$ cat src/rtl/bist_adder_nbit.sv
// BIST engine for an N-bit ripple-carry adder: LFSR patterns drive a faultable CUT and a
// golden adder side by side; two MISRs compact the responses and a comparator counts misses.
module bist_adder_nbit #(
  parameter int               WIDTH        = 4,
  parameter int               NUM_PATTERNS = 511,
  parameter logic [2*WIDTH:0] LFSR_TAPS    = 9'h110,
  parameter logic [2*WIDTH:0] LFSR_SEED    = 9'h001,
  parameter logic [WIDTH:0]   MISR_TAPS    = 5'h14,
  localparam int L   = 2*WIDTH + 1,
  localparam int M   = WIDTH + 1,
  localparam int C   = $clog2(NUM_PATTERNS + 1),
  localparam int FBW = (WIDTH > 1) ? $clog2(WIDTH) : 1
) (
  input  logic           clk,
  input  logic           rst_n,
  input  logic           start,
  input  logic           fault_en,
  input  logic [1:0]     fault_sel,
  input  logic [FBW-1:0] fault_bit,
  input  logic           fault_val,
  output logic           busy,
  output logic           done,
  output logic           pass,
  output logic [M-1:0]   signature,
  output logic [C-1:0]   fail_count,
  output logic [C-1:0]   first_fail_idx
);

  typedef enum logic [1:0] {IDLE, RUN, EVAL, DONE} state_t;

  // An all-zero seed would lock the LFSR, so it is replaced by 1.
  localparam logic [L-1:0] SEED_EFF = (LFSR_SEED == '0) ? L'(1) : LFSR_SEED;
  localparam logic [C-1:0] LAST_IDX = C'(NUM_PATTERNS - 1);

  state_t         state;
  logic [L-1:0]   lfsr;
  logic [M-1:0]   cut_misr;
  logic [M-1:0]   gold_misr;
  logic [C-1:0]   pidx;

  logic           f_en;
  logic [1:0]     f_sel;
  logic [FBW-1:0] f_bit;
  logic           f_val;

  logic [WIDTH-1:0] a_p0;
  logic [WIDTH-1:0] b_p0;
  logic             cin_p0;
  logic [WIDTH-1:0] hit_p0;
  logic [M-1:0]     cut_resp_p0;
  logic [M-1:0]     gold_resp_p0;
  logic             vld_p0;
  logic             miscompare_p0;

  function automatic logic [L-1:0] lfsr_step(input logic [L-1:0] s);
    return {s[L-2:0], ^(s & LFSR_TAPS)};
  endfunction

  function automatic logic [M-1:0] misr_step(input logic [M-1:0] s, input logic [M-1:0] r);
    return {s[M-2:0], ^(s & MISR_TAPS)} ^ r;
  endfunction

  function automatic logic [C-1:0] sat_inc(input logic [C-1:0] cnt);
    return (cnt == '1) ? cnt : cnt + 1'b1;
  endfunction

  // Stage p0: pattern decode, CUT and golden responses, compare
  assign a_p0         = lfsr[WIDTH:1];
  assign b_p0         = lfsr[2*WIDTH:WIDTH+1];
  assign cin_p0       = lfsr[0];
  assign gold_resp_p0 = M'(a_p0) + M'(b_p0) + M'(cin_p0);
  assign vld_p0       = (state == RUN);

  always_comb begin
    hit_p0 = '0;
    for (int k = 0; k < WIDTH; k++) begin
      hit_p0[k] = f_en && (int'(f_bit) == k);
    end
  end

  // A forced a-bit or carry feeds the downstream carry chain; a forced sum bit does not.
  always_comb begin : cut_adder
    logic [WIDTH:0]   c;
    logic [WIDTH-1:0] s;
    logic             ak;
    logic             ck;
    c    = '0;
    s    = '0;
    ak   = 1'b0;
    ck   = 1'b0;
    c[0] = cin_p0;
    for (int k = 0; k < WIDTH; k++) begin
      ak       = (hit_p0[k] && f_sel == 2'd0) ? f_val : a_p0[k];
      ck       = (hit_p0[k] && f_sel == 2'd1) ? f_val : c[k];
      s[k]     = (hit_p0[k] && f_sel == 2'd2) ? f_val : (ak ^ b_p0[k] ^ ck);
      c[k+1]   = (ak & b_p0[k]) | (ak & ck) | (b_p0[k] & ck);
    end
    cut_resp_p0 = {(f_en && f_sel == 2'd3) ? f_val : c[WIDTH], s};
  end

  assign miscompare_p0 = vld_p0 && (cut_resp_p0 != gold_resp_p0);

  // Stage p1: control FSM, LFSR/MISR state and result registers
  always_ff @(posedge clk) begin
    if (!rst_n) begin
      state          <= IDLE;
      lfsr           <= '0;
      cut_misr       <= '0;
      gold_misr      <= '0;
      pidx           <= '0;
      f_en           <= 1'b0;
      f_sel          <= 2'd0;
      f_bit          <= '0;
      f_val          <= 1'b0;
      busy           <= 1'b0;
      done           <= 1'b0;
      pass           <= 1'b0;
      signature      <= '0;
      fail_count     <= '0;
      first_fail_idx <= '0;
    end else begin
      case (state)
        IDLE, DONE: begin
          if (start) begin
            lfsr           <= SEED_EFF;
            cut_misr       <= '0;
            gold_misr      <= '0;
            pidx           <= '0;
            f_en           <= fault_en;
            f_sel          <= fault_sel;
            f_bit          <= fault_bit;
            f_val          <= fault_val;
            busy           <= 1'b1;
            done           <= 1'b0;
            pass           <= 1'b0;
            signature      <= '0;
            fail_count     <= '0;
            first_fail_idx <= '0;
            state          <= RUN;
          end else if (state == DONE) begin
            busy <= 1'b0;
            done <= 1'b1;
          end
        end
        RUN: begin
          lfsr      <= lfsr_step(lfsr);
          cut_misr  <= misr_step(cut_misr, cut_resp_p0);
          gold_misr <= misr_step(gold_misr, gold_resp_p0);
          if (miscompare_p0) begin
            fail_count <= sat_inc(fail_count);
            if (fail_count == '0) first_fail_idx <= pidx;
          end
          pidx <= pidx + 1'b1;
          if (pidx == LAST_IDX) state <= EVAL;
        end
        EVAL: begin
          pass      <= (cut_misr == gold_misr);
          signature <= cut_misr;
          state     <= DONE;
        end
        default: state <= IDLE;
      endcase
    end
  end

endmodule
$ cat config.mk
export PLATFORM = sky130hd
export DESIGN_NAME = bist_adder_nbit
export DESIGN_NICKNAME = d
export VERILOG_FILES = /design/src/rtl/bist_adder_nbit.sv
export SDC_FILE = /design/constraint.sdc
export NUM_CORES = 1
export LEC_CHECK = 0
export CORE_MARGIN = 10
export CORE_UTILIZATION = 47
export DETAILED_ROUTE_END_ITERATION = 8
export HOLD_SLACK_MARGIN = 0.1
export MAX_ROUTING_LAYER = met4
export PLACE_DENSITY = 0.68
export SETUP_SLACK_MARGIN = 0.3
export SYNTH_ARGS = -nofsm -noshare
export SYNTH_HDL_FRONTEND = slang
export SYNTH_SLANG_ARGS = --single-unit
$ cat constraint.sdc
create_clock -name clk -period 4.8 [get_ports clk]
set_clock_uncertainty 0.05 [all_clocks]
set_input_delay 1.2 -clock clk [delete_from_list [all_inputs] [get_ports clk]]
set_output_delay 1.2 -clock clk [all_outputs]
set_load 0.05 [all_outputs]
==> results.md, run 1 <==
- GR Util met2: 0.231
- Number of fill cells: 699
- Library cell used as clock root buffer: clkbuf_8
- Antenna violations before repair: 0
- Total core area: 0.00725 mm2
- Count of clock tree sinks: 62
- Max Slew Vio Count: 0
- Setup CP Type: flip-flop to flip-flop
- Vias post-DR: 3,033
- M1 GR Usage: 0.207
- H-tree depth reported by CTS: 3
- Width of the chip: 106 um
- Signal arrival time at the worst endpoint: 4.44 ns
- Routing usage on met3: 0.0350
- Post-Route Hold Slack: 0.411 ns
- Cell area after technology mapping: 0.00349 mm2
- Area Overhead vs Synth: 17.6%
- Number of buffers created by CTS: 9
- I/O pins: 35
- Row Count: 31
- Area share of the largest cell type after synthesis: 0.356
- XOR/XNOR share of the synthesized area: 0.0577
- Via count of the first global-routing pass: 2,905
- Share of synthesized area occupied by flip-flops and latches: 0.356
- Antenna violation net count after detailed routing: 0
- Setup Viol. Count Final: 0
- Final core area utilization: 0.566
- Fraction of the mapped netlist area in adder cells: 0.0775
- Achievable frequency: 0.234 GHz
- Global router's overall resource usage: 0.158
- Power per unit of standard cell area: 427 mW/mm2
- Antenna Cells: 0
- Area fraction in compound gates after synthesis: 0.204
- Max Cap Violations: 0
- Post-DP HPWL: between 6000 and 7000 um
- Pin count of the biggest net entering global routing: 45
- Result of the run: complete, no violations
- DRT Wirelength: 8510 um
- Net Count, Synth: approximately 430
- Relative slew margins: 0.527
- Drc violations: 0
- Worst-skew pair later-pin latency: ~0.34 ns
- Maximum vdd ir drop: 0.462 mV
- Min Tclk post-route: between 4 and 5 ns
- Clock transition at path regs: ~0.070 ns
- Class of the most critical hold timing path: flip-flop to flip-flop
- Critical path fanouts, max: 7
- Sequential standard cell area: 0.00124 mm2
- Static power due to leakage: 0.00147 uW
- Initial Utilization: 0.481
- Combinational family with the most area after synthesis: simple AND/OR/NAND/NOR gates
- Average wire per standard cell: 15.7 um
- Simple-gate share of the synthesized area: 0.212
- Die outline area: 0.0113 mm2
- Number of nets in the final layout: 464
- Final Power: 1750 uW
- Synth Flop Type: dfxtp_1
- Data required time of the critical path: 4.97 ns
- Cell type with the largest total area after synthesis: dfxtp_1
- Count of flip-flops with a built-in enable after synthesis: 0
- Maximum clock insertion buffer count: 2
- Share of synthesized area spent on multiplexers: 0.0495
- Synth Instances: 406
- Die Height: 106 um
- Total congestion overflow after global routing: 0
- Top post-synthesis cells by count: dfxtp_1 (62), nand2_1 (43), nor2_1 (40)
- Via-to-Cell Ratio: ~5.6
- Setup repair after global routing missed its margin: no
- Cell variety after synth: 58
- Proportion of layout cells with a drive suffix above 1: 0.0882
- Share of async-settable or async-resettable flops after synthesis: 0
- Critical path capture point type: flip-flop
- Syn. warnings: 0
- Dominant cell by count in the synthesized netlist: dfxtp_1
- GP Congestion: 0.886
- Setup TNS: 0 ns
- Area taken by multi-input logic gates: 0.00210 mm2
- Post-synthesis area per instance: 8.59 um2
- Count of state elements after synthesis: 62
- Top Usage Layer GRT: met2
- Slew @ Worst Pin: 0.710 ns
- Number of hold buffers added after CTS: 0
- Global-route wire length before repair: about 14,000 um
- Startpoint type of the worst setup path: flip-flop
- Initial DRC Count: between 100 and 150
- Main area contributors after synthesis: dfxtp_1 (36%), a22oi_1 (4.7%), nand2_1 (4.6%)
- PortBufs: 34
- Number of failing hold endpoints at the final stage: 0
- Post-CTS setup-driven buffer insertion count: 0
- Crit share post-route: 0.889
- Clock tree from TritonCTS: yes
- Detailed-routing iteration count for the pre-antenna-repair pass: 4
[critical path, stage by stage, from the launching register on]
cell,delay [ns]
dfxtp_1,0.38
or3b_2,0.52
o31ai_1,0.29
fa_1,0.22
mux2i_1,0.07
fa_1,0.35
o21ai_0,0.08
o31ai_1,0.11
fa_1,0.36
mux2i_1,0.16
fa_1,0.43
o21ai_0,0.17
a211oi_2,0.17
o211a_1,0.29
a221oi_2,0.36
o21ai_0,0.14
[layer usage]
layer  vias up  routed length (um)
met5         -                   0
met4         0                  99
met3        12                 342
met2        52                3890
met1      1453                4170
li1       1516                   -
[through the flow]
step	cells	cell area (um2)	setup WS, ns
floorplan	406	3490	0.803
global placement	525	3910	0.580
detailed placement	525	3910	0.502
CTS	541	4100	0.473
global route	541	4100	0.296
finish	541	4100	0.534
[flip-flops by register name, indices dropped and copies added, names as in the netlist]
register	cells
f_en	1
pass	1
f_bit	2
f_sel	2
done	1
lfsr	9
f_val	1
busy	1
gold_misr	5
pidx	9
signature	5
fail_count	9
cut_misr	5
state	2
first_fail_idx	9
[kinds of logic (layout without fill, tap and decap cells)]
logic type	after synthesis	after routing
AO/OA/AOI/OAI	100	100
XOR/XNOR	23	23
adder cells (fa/ha/maj)	18	18
buffers and inverters	36	72
flip-flops	62	62
multiplexers	17	17
AND/OR/NAND/NOR	150	150
[timing repair]
action / in CTS / in global routing
endpoints found under the hold margin: 0 / 0
gates resized for setup: 0 / 2
endpoints found under the setup margin: 0 / 15
[worst paths after layout]
| kind | cells after the start | slack, ns | to | from |
|---|---|---|---|---|
| max reg2reg | 15 | 0.53 | fail_count[8] | f_bit[0] |
| max | 15 | 0.53 | fail_count[8] | f_bit[0] |
| min | 2 | 0.41 | first_fail_idx[1] | first_fail_idx[1] |
| min reg2reg | 2 | 0.41 | first_fail_idx[1] | first_fail_idx[1] |
[area by class of cell]
| cell class | instances | area share |
|---|---|---|
| clock buffer | 13 | 0.0412 |
| timing repair buffer | 40 | 0.0939 |
| sequential | 62 | 0.303 |
| inverter | 16 | 0.0146 |
| clock inverter | 3 | 0.00427 |
| multi-input combinational | 308 | 0.513 |
| tap | 99 | 0.0302 |
[cells in the final DEF, fill, tap and decap left out, drive strengths merged, types with 6 or more instances in the layout]
cell and instances:
a21oi 26, a22oi 22, buf 6, clkbuf 13, clkdlybuf4s50 34, dfxtp 62
fa 6, ha 12, inv 15, mux2i 15, nand2 43, nand2b 9
nand3 12, nand4 9, nor2 40, nor3 10, o21ai 21, xnor2 12
xor2 11
[where the power goes]
group	switching [uW]	leakage [uW]	total (uW)	internal (uW)
combinational	462	0.000868	700	238
clock	209	0.0000954	437	228
sequential	57.2	0.000502	614	557
total	728	0.00147	1750	1020
No activity file was read; power rests on OpenSTA's default activity.
==> run 2, diff against run 1 <==
--- a/config.mk
+++ b/config.mk
@@ -7,6 +7,7 @@
 export LEC_CHECK = 0
 export CORE_MARGIN = 10
 export CORE_UTILIZATION = 47
+export CTS_CLUSTER_SIZE = 24
 export DETAILED_ROUTE_END_ITERATION = 8
 export HOLD_SLACK_MARGIN = 0.1
 export MAX_ROUTING_LAYER = met4
==> results of run 2 <==
Final layout, timing and power as in run 1 (identical DEF).
